[src/rtl/alu_control_muldiv.sv]
// EX-stage ALU control: decodes alu_op/funct into a 4-bit ALU code and runs MULT/MULTU
// on an iterative shift-add multiplier that writes HI/LO, stalling the pipeline meanwhile.
module alu_control_muldiv #(
  parameter int DATA_W = 32,
  parameter int CNT_W  = $clog2(DATA_W) + 1
) (
  input  logic              clk,
  input  logic              rst,
  input  logic              valid_in,
  input  logic [5:0]        function_field,
  input  logic [2:0]        alu_op,
  input  logic [DATA_W-1:0] operand_a,
  input  logic [DATA_W-1:0] operand_b,
  output logic [3:0]        alu_control,
  output logic [1:0]        result_sel,
  output logic              stall,
  output logic              mul_done,
  output logic [DATA_W-1:0] hi,
  output logic [DATA_W-1:0] lo
);

  localparam logic [5:0] F_ADD   = 6'b100000;
  localparam logic [5:0] F_SUB   = 6'b100010;
  localparam logic [5:0] F_AND   = 6'b100100;
  localparam logic [5:0] F_OR    = 6'b100101;
  localparam logic [5:0] F_NOR   = 6'b100111;
  localparam logic [5:0] F_SLT   = 6'b101010;
  localparam logic [5:0] F_SLL   = 6'b000000;
  localparam logic [5:0] F_SRL   = 6'b000010;
  localparam logic [5:0] F_MULT  = 6'b011000;
  localparam logic [5:0] F_MULTU = 6'b011001;
  localparam logic [5:0] F_MFHI  = 6'b010000;
  localparam logic [5:0] F_MFLO  = 6'b010010;

  typedef enum logic [1:0] {S_IDLE, S_BUSY, S_DONE} state_t;

  state_t state, state_next;

  logic [2*DATA_W-1:0] mcand;
  logic [DATA_W-1:0]   mplier;
  logic [2*DATA_W-1:0] acc;
  logic [CNT_W-1:0]    cnt;
  logic                neg;

  logic                is_mul;
  logic                is_signed;
  logic                last_iter;
  logic [DATA_W-1:0]   mag_a;
  logic [DATA_W-1:0]   mag_b;
  logic [2*DATA_W-1:0] partial;
  logic [2*DATA_W-1:0] acc_sum;
  logic [2*DATA_W-1:0] product;

  always_comb begin
    alu_control = '0;
    result_sel  = '0;
    case (alu_op)
      3'd0: alu_control = 4'd2;
      3'd1: alu_control = 4'd5;
      3'd2: begin
        case (function_field)
          F_ADD:   alu_control = 4'd2;
          F_SUB:   alu_control = 4'd5;
          F_AND:   alu_control = 4'd0;
          F_OR:    alu_control = 4'd1;
          F_NOR:   alu_control = 4'd12;
          F_SLT:   alu_control = 4'd7;
          F_SLL:   alu_control = 4'd3;
          F_SRL:   alu_control = 4'd4;
          F_MULT:  alu_control = 4'd8;
          F_MULTU: alu_control = 4'd8;
          F_MFHI: begin
            alu_control = 4'd2;
            result_sel  = 2'd1;
          end
          F_MFLO: begin
            alu_control = 4'd2;
            result_sel  = 2'd2;
          end
          default: alu_control = 4'd0;
        endcase
      end
      3'd3: alu_control = 4'd0;
      3'd4: alu_control = 4'd1;
      3'd5: alu_control = 4'd7;
      default: alu_control = 4'd0;
    endcase
  end

  assign is_mul    = valid_in && (alu_op == 3'd2) &&
                     ((function_field == F_MULT) || (function_field == F_MULTU));
  assign is_signed = (function_field == F_MULT);
  assign mag_a     = (is_signed && operand_a[DATA_W-1]) ? -operand_a : operand_a;
  assign mag_b     = (is_signed && operand_b[DATA_W-1]) ? -operand_b : operand_b;
  assign last_iter = (cnt == CNT_W'(DATA_W - 1));
  assign partial   = mplier[0] ? (mcand << cnt) : '0;
  assign acc_sum   = acc + partial;
  // Final add and sign fix-up happen combinationally so HI/LO land on the last BUSY edge.
  assign product   = neg ? -acc_sum : acc_sum;

  always_comb begin
    state_next = state;
    stall      = 1'b0;
    mul_done   = 1'b0;
    case (state)
      S_IDLE: begin
        if (is_mul && !rst) begin
          stall      = 1'b1;
          state_next = S_BUSY;
        end
      end
      S_BUSY: begin
        stall = 1'b1;
        if (last_iter) state_next = S_DONE;
      end
      S_DONE: begin
        mul_done   = 1'b1;
        state_next = S_IDLE;
      end
      default: state_next = S_IDLE;
    endcase
  end

  always_ff @(posedge clk) begin
    if (rst) state <= S_IDLE;
    else     state <= state_next;
  end

  always_ff @(posedge clk) begin
    if (rst) begin
      mcand  <= '0;
      mplier <= '0;
      acc    <= '0;
      cnt    <= '0;
      neg    <= 1'b0;
      hi     <= '0;
      lo     <= '0;
    end else begin
      case (state)
        S_IDLE: begin
          if (is_mul) begin
            mcand  <= {{DATA_W{1'b0}}, mag_a};
            mplier <= mag_b;
            neg    <= is_signed && (operand_a[DATA_W-1] ^ operand_b[DATA_W-1]);
            acc    <= '0;
            cnt    <= '0;
          end
        end
        S_BUSY: begin
          acc    <= acc_sum;
          mplier <= mplier >> 1;
          cnt    <= cnt + CNT_W'(1);
          if (last_iter) {hi, lo} <= product;
        end
        default: ;
      endcase
    end
  end

endmodule

[config.mk]
export PLATFORM = sky130hd
export DESIGN_NAME = alu_control_muldiv
export DESIGN_NICKNAME = d
export VERILOG_FILES = /design/src/rtl/alu_control_muldiv.sv
export SDC_FILE = /design/constraint.sdc
export NUM_CORES = 1
export LEC_CHECK = 0
export CORE_ASPECT_RATIO = 1.1
export CORE_MARGIN = 2
export CORE_UTILIZATION = 54
export DETAILED_ROUTE_END_ITERATION = 7
export PLACE_DENSITY = 0.78
export SLEW_MARGIN = 20
export SYNTH_ARGS = -nofsm -noshare
export SYNTH_HDL_FRONTEND = slang
export SYNTH_SLANG_ARGS = --single-unit
[constraint.sdc]
create_clock -name clk -period 5.95 [get_ports clk]
set_input_delay 1.785 -clock clk [delete_from_list [all_inputs] [get_ports clk]]
set_output_delay 1.785 -clock clk [all_outputs]
set_load 0.03 [all_outputs]
==> out/results.txt <==
dpl hpwl = 50500 microns
Final Slew Violations = 0
Initial Util = 0.544
Setup Skew = 0.0212 ns
Fillers = 2732
Critical Path Source Type = flip-flop
chip height = 192 microns
routed wire length = 63400 microns
PwrDens = 130 nW/um^2
Area after DPL = 20900 sq um
clock slew seen by the registers of the worst setup and hold paths = 0.06 ns
Synth Register Bits = 201
hold depth = 2
Mapped Cells = 2431
I/O pin count = 148
number of library cell types mapped by synthesis = 94
Global Route Usage Sum = 0.365
Iter 0 DRT Violations = 1678
Finish-stage setup viols = 0
wire length of the first global-routing pass = 97600 microns
Final #Nets = 2859
Cell Area, Synth = 17400 sq um
Avg WL per Cell = 20.1 microns
Seq/Total Area, Yosys = 0.231
Final Wtd Congestion = 1.05
post-route setup slack = 0.143 ns
Skew-Pair Late Insertion Delay = 0.54 ns
fmax = 172 MHz
status = completed
Syn Nets = 2575
leakage = 8.27 nW
period utilization = 0.976
Die ar. = 33700 sq um
Top FF cell, synth = dfxtp_1
TritonCTS clock tree = built
total of max-cap violations = 0
Crit Path Category = reg -> reg
antenna violations before repair = 1
CTS Buf Count = 22
final std cells w/o fill = 3151
Crit. End Element = flip-flop
Worst Tran Pin Value = 1.06 ns
Max-slew headroom = 0.291
DR DRC count = 0
Data required, critical path = 6.33 ns
chip width = 175 microns
min-delay worst type = reg -> reg
clock root buffer = clkbuf_16
Place WS = 0.122 ns
crit path time final = 5.81 ns
core area = 32000 sq um
clk buf depth = 3
top post-synthesis cells by area = dfxtp_1 23%, nand2_1 7.6%, a21oi_1 7.0%
top-area cell type share of the netlist area = 0.231
gr ovfl total = 0
RSZ-0062 raised after global routing = true
H-tree Lvls = 1
Port Buf Inserts = 147
Arr. time, crit path = 6.18 ns
yosys warns = 0
CTS Hold Bufs = 0
setup TNS = 0 ns
DR pass1 iterations = 6
via count = 19672
placed insts = 3113
pin count of the biggest net entering global routing = 97
number of flops mapped to enable cells by yosys = 0
share of layout cells above drive strength 1 = 0.160
vias in the first global route = 18391
n_diodes = 0
DRT antenna net count = 0
r2r worst-path depth = 21
Post-synth ARST share = 0
fin area = 21900 sq um
# rows = 69
maximum vdd ir drop = 0.000164 V
Mean Syn Cell Area = 7.17 sq um
FF/Latch Area = 4030 sq um
Core Util, Final = 0.682
Syn-to-layout area delta = 25.4%
multi-input logic area = 12900 sq um
CP Max Fanout = 15
final hold vios = 0
leading area contributor after synthesis = dfxtp_1
CTS sink count = 201
vias per cell = 6.24
-- cells by family after synthesis --
| family | share of synthesized area |
|---|---|
| simple gates | 0.265 |
| buf+inv | 0.0437 |
| xor+xnor | 0.0733 |
| flops | 0.231 |
| mux | 0.0540 |
| compound gates | 0.284 |
| fa+ha+maj | 0.0492 |
-- state kept, by name, indices dropped and copies added, names as in the netlist --
name    count
mcand      32
acc        64
neg         1
mplier     32
hi         32
cnt         6
state       2
lo         32
-- power breakdown --
group / switching [W] / internal [W] / total [W]
clock network: 0.000578 / 0.000774 / 0.00135
registers: 0.000000498 / 0.00135 / 0.00135
logic: 0.0000748 / 0.0000705 / 0.000145
-- cells in the mapped netlist, types with 57 or more instances --
cell type,instances
ha_1,67
a21oi_1,243
o21ai_0,108
nand2_1,355
dfxtp_1,201
nand3_1,80
a211oi_1,62
a22oi_1,57
clkbuf_1,132
xor2_1,70
xnor2_1,74
nor2_1,279
-- placed cells by master (no fill, tap or decap), drive strengths merged, types with 37 or more instances in the layout --
cell type | synthesis | routed
dfxtp | 201 | 201
nand2 | 355 | 355
nor2 | 281 | 281
xnor2 | 75 | 75
buf | 33 | 278
mux2i | 48 | 48
clkdlybuf4s50 | 0 | 146
a211oi | 67 | 67
xor2 | 70 | 70
ha | 67 | 67
and2 | 37 | 37
a22oi | 57 | 57
o21ai | 124 | 124
nor3 | 48 | 48
a21oi | 245 | 245
or3 | 38 | 38
nand3 | 82 | 82
-- through the flow --
stage / power (W) / hold WS [ns]
final: 0.00284 / 0.454
after global routing: 0.00291 / 0.485
after CTS: 0.00285 / 0.452
after detailed placement: 0.00152 / 0.443
after global placement: 0.00152 / 0.439
after floorplan: 0.00144 / 0.432
-- critical path, stage by stage, from the launching register on --
cell,delay (ns)
dfxtp_2,0.39
buf_12,0.17
mux2i_1,0.29
mux2i_1,0.16
and2_1,0.18
a31oi_1,0.18
buf_4,0.18
nor3_1,0.06
ha_1,0.39
a21o_1,0.23
a21o_1,0.25
o21ai_1,0.43
a21oi_1,0.24
or3_1,0.40
a2111o_1,0.50
or4_4,0.55
nor2_4,0.15
nand3_2,0.15
buf_4,0.19
o41ai_2,0.25
xnor2_1,0.19
a211oi_2,0.09
-- metal layers --
| layer | share of wire | GRT usage | vias up |
|---|---|---|---|
| li1 | - | - | 9440 |
| met1 | 0.42 | 0.473 | 9129 |
| met2 | 0.45 | 0.591 | 919 |
| met3 | 0.080 | 0.0512 | 184 |
| met4 | 0.056 | 0.194 | 0 |
| met5 | 0 | 0 | - |
-- layout make-up --
| type | count | area share |
|---|---|---|
| Multi-Input combinational cell | 2032 | 0.588 |
| Sequential cell | 201 | 0.184 |
| Timing Repair Buffer | 425 | 0.166 |
| Clock buffer | 26 | 0.0263 |
| Tap cell | 426 | 0.0244 |
| Inverter | 33 | 0.00567 |
| Clock inverter | 8 | 0.00504 |
-- repair_timing --
item	4_1_cts	5_1_grt
gates resized for setup	0	51
setup endpoints to repair	0	29
buffers inserted	0	3
-- path summary, 6_finish.rpt --
path / slack, ns / endpoint / startpoint
max: 0.14 / hi[14] / cnt[1]
min: 0.45 / lo[27] / lo[27]
max reg2reg: 0.14 / hi[14] / cnt[1]
min reg2reg: 0.45 / lo[27] / lo[27]
Note: power is estimated with default switching activity, not from simulation.
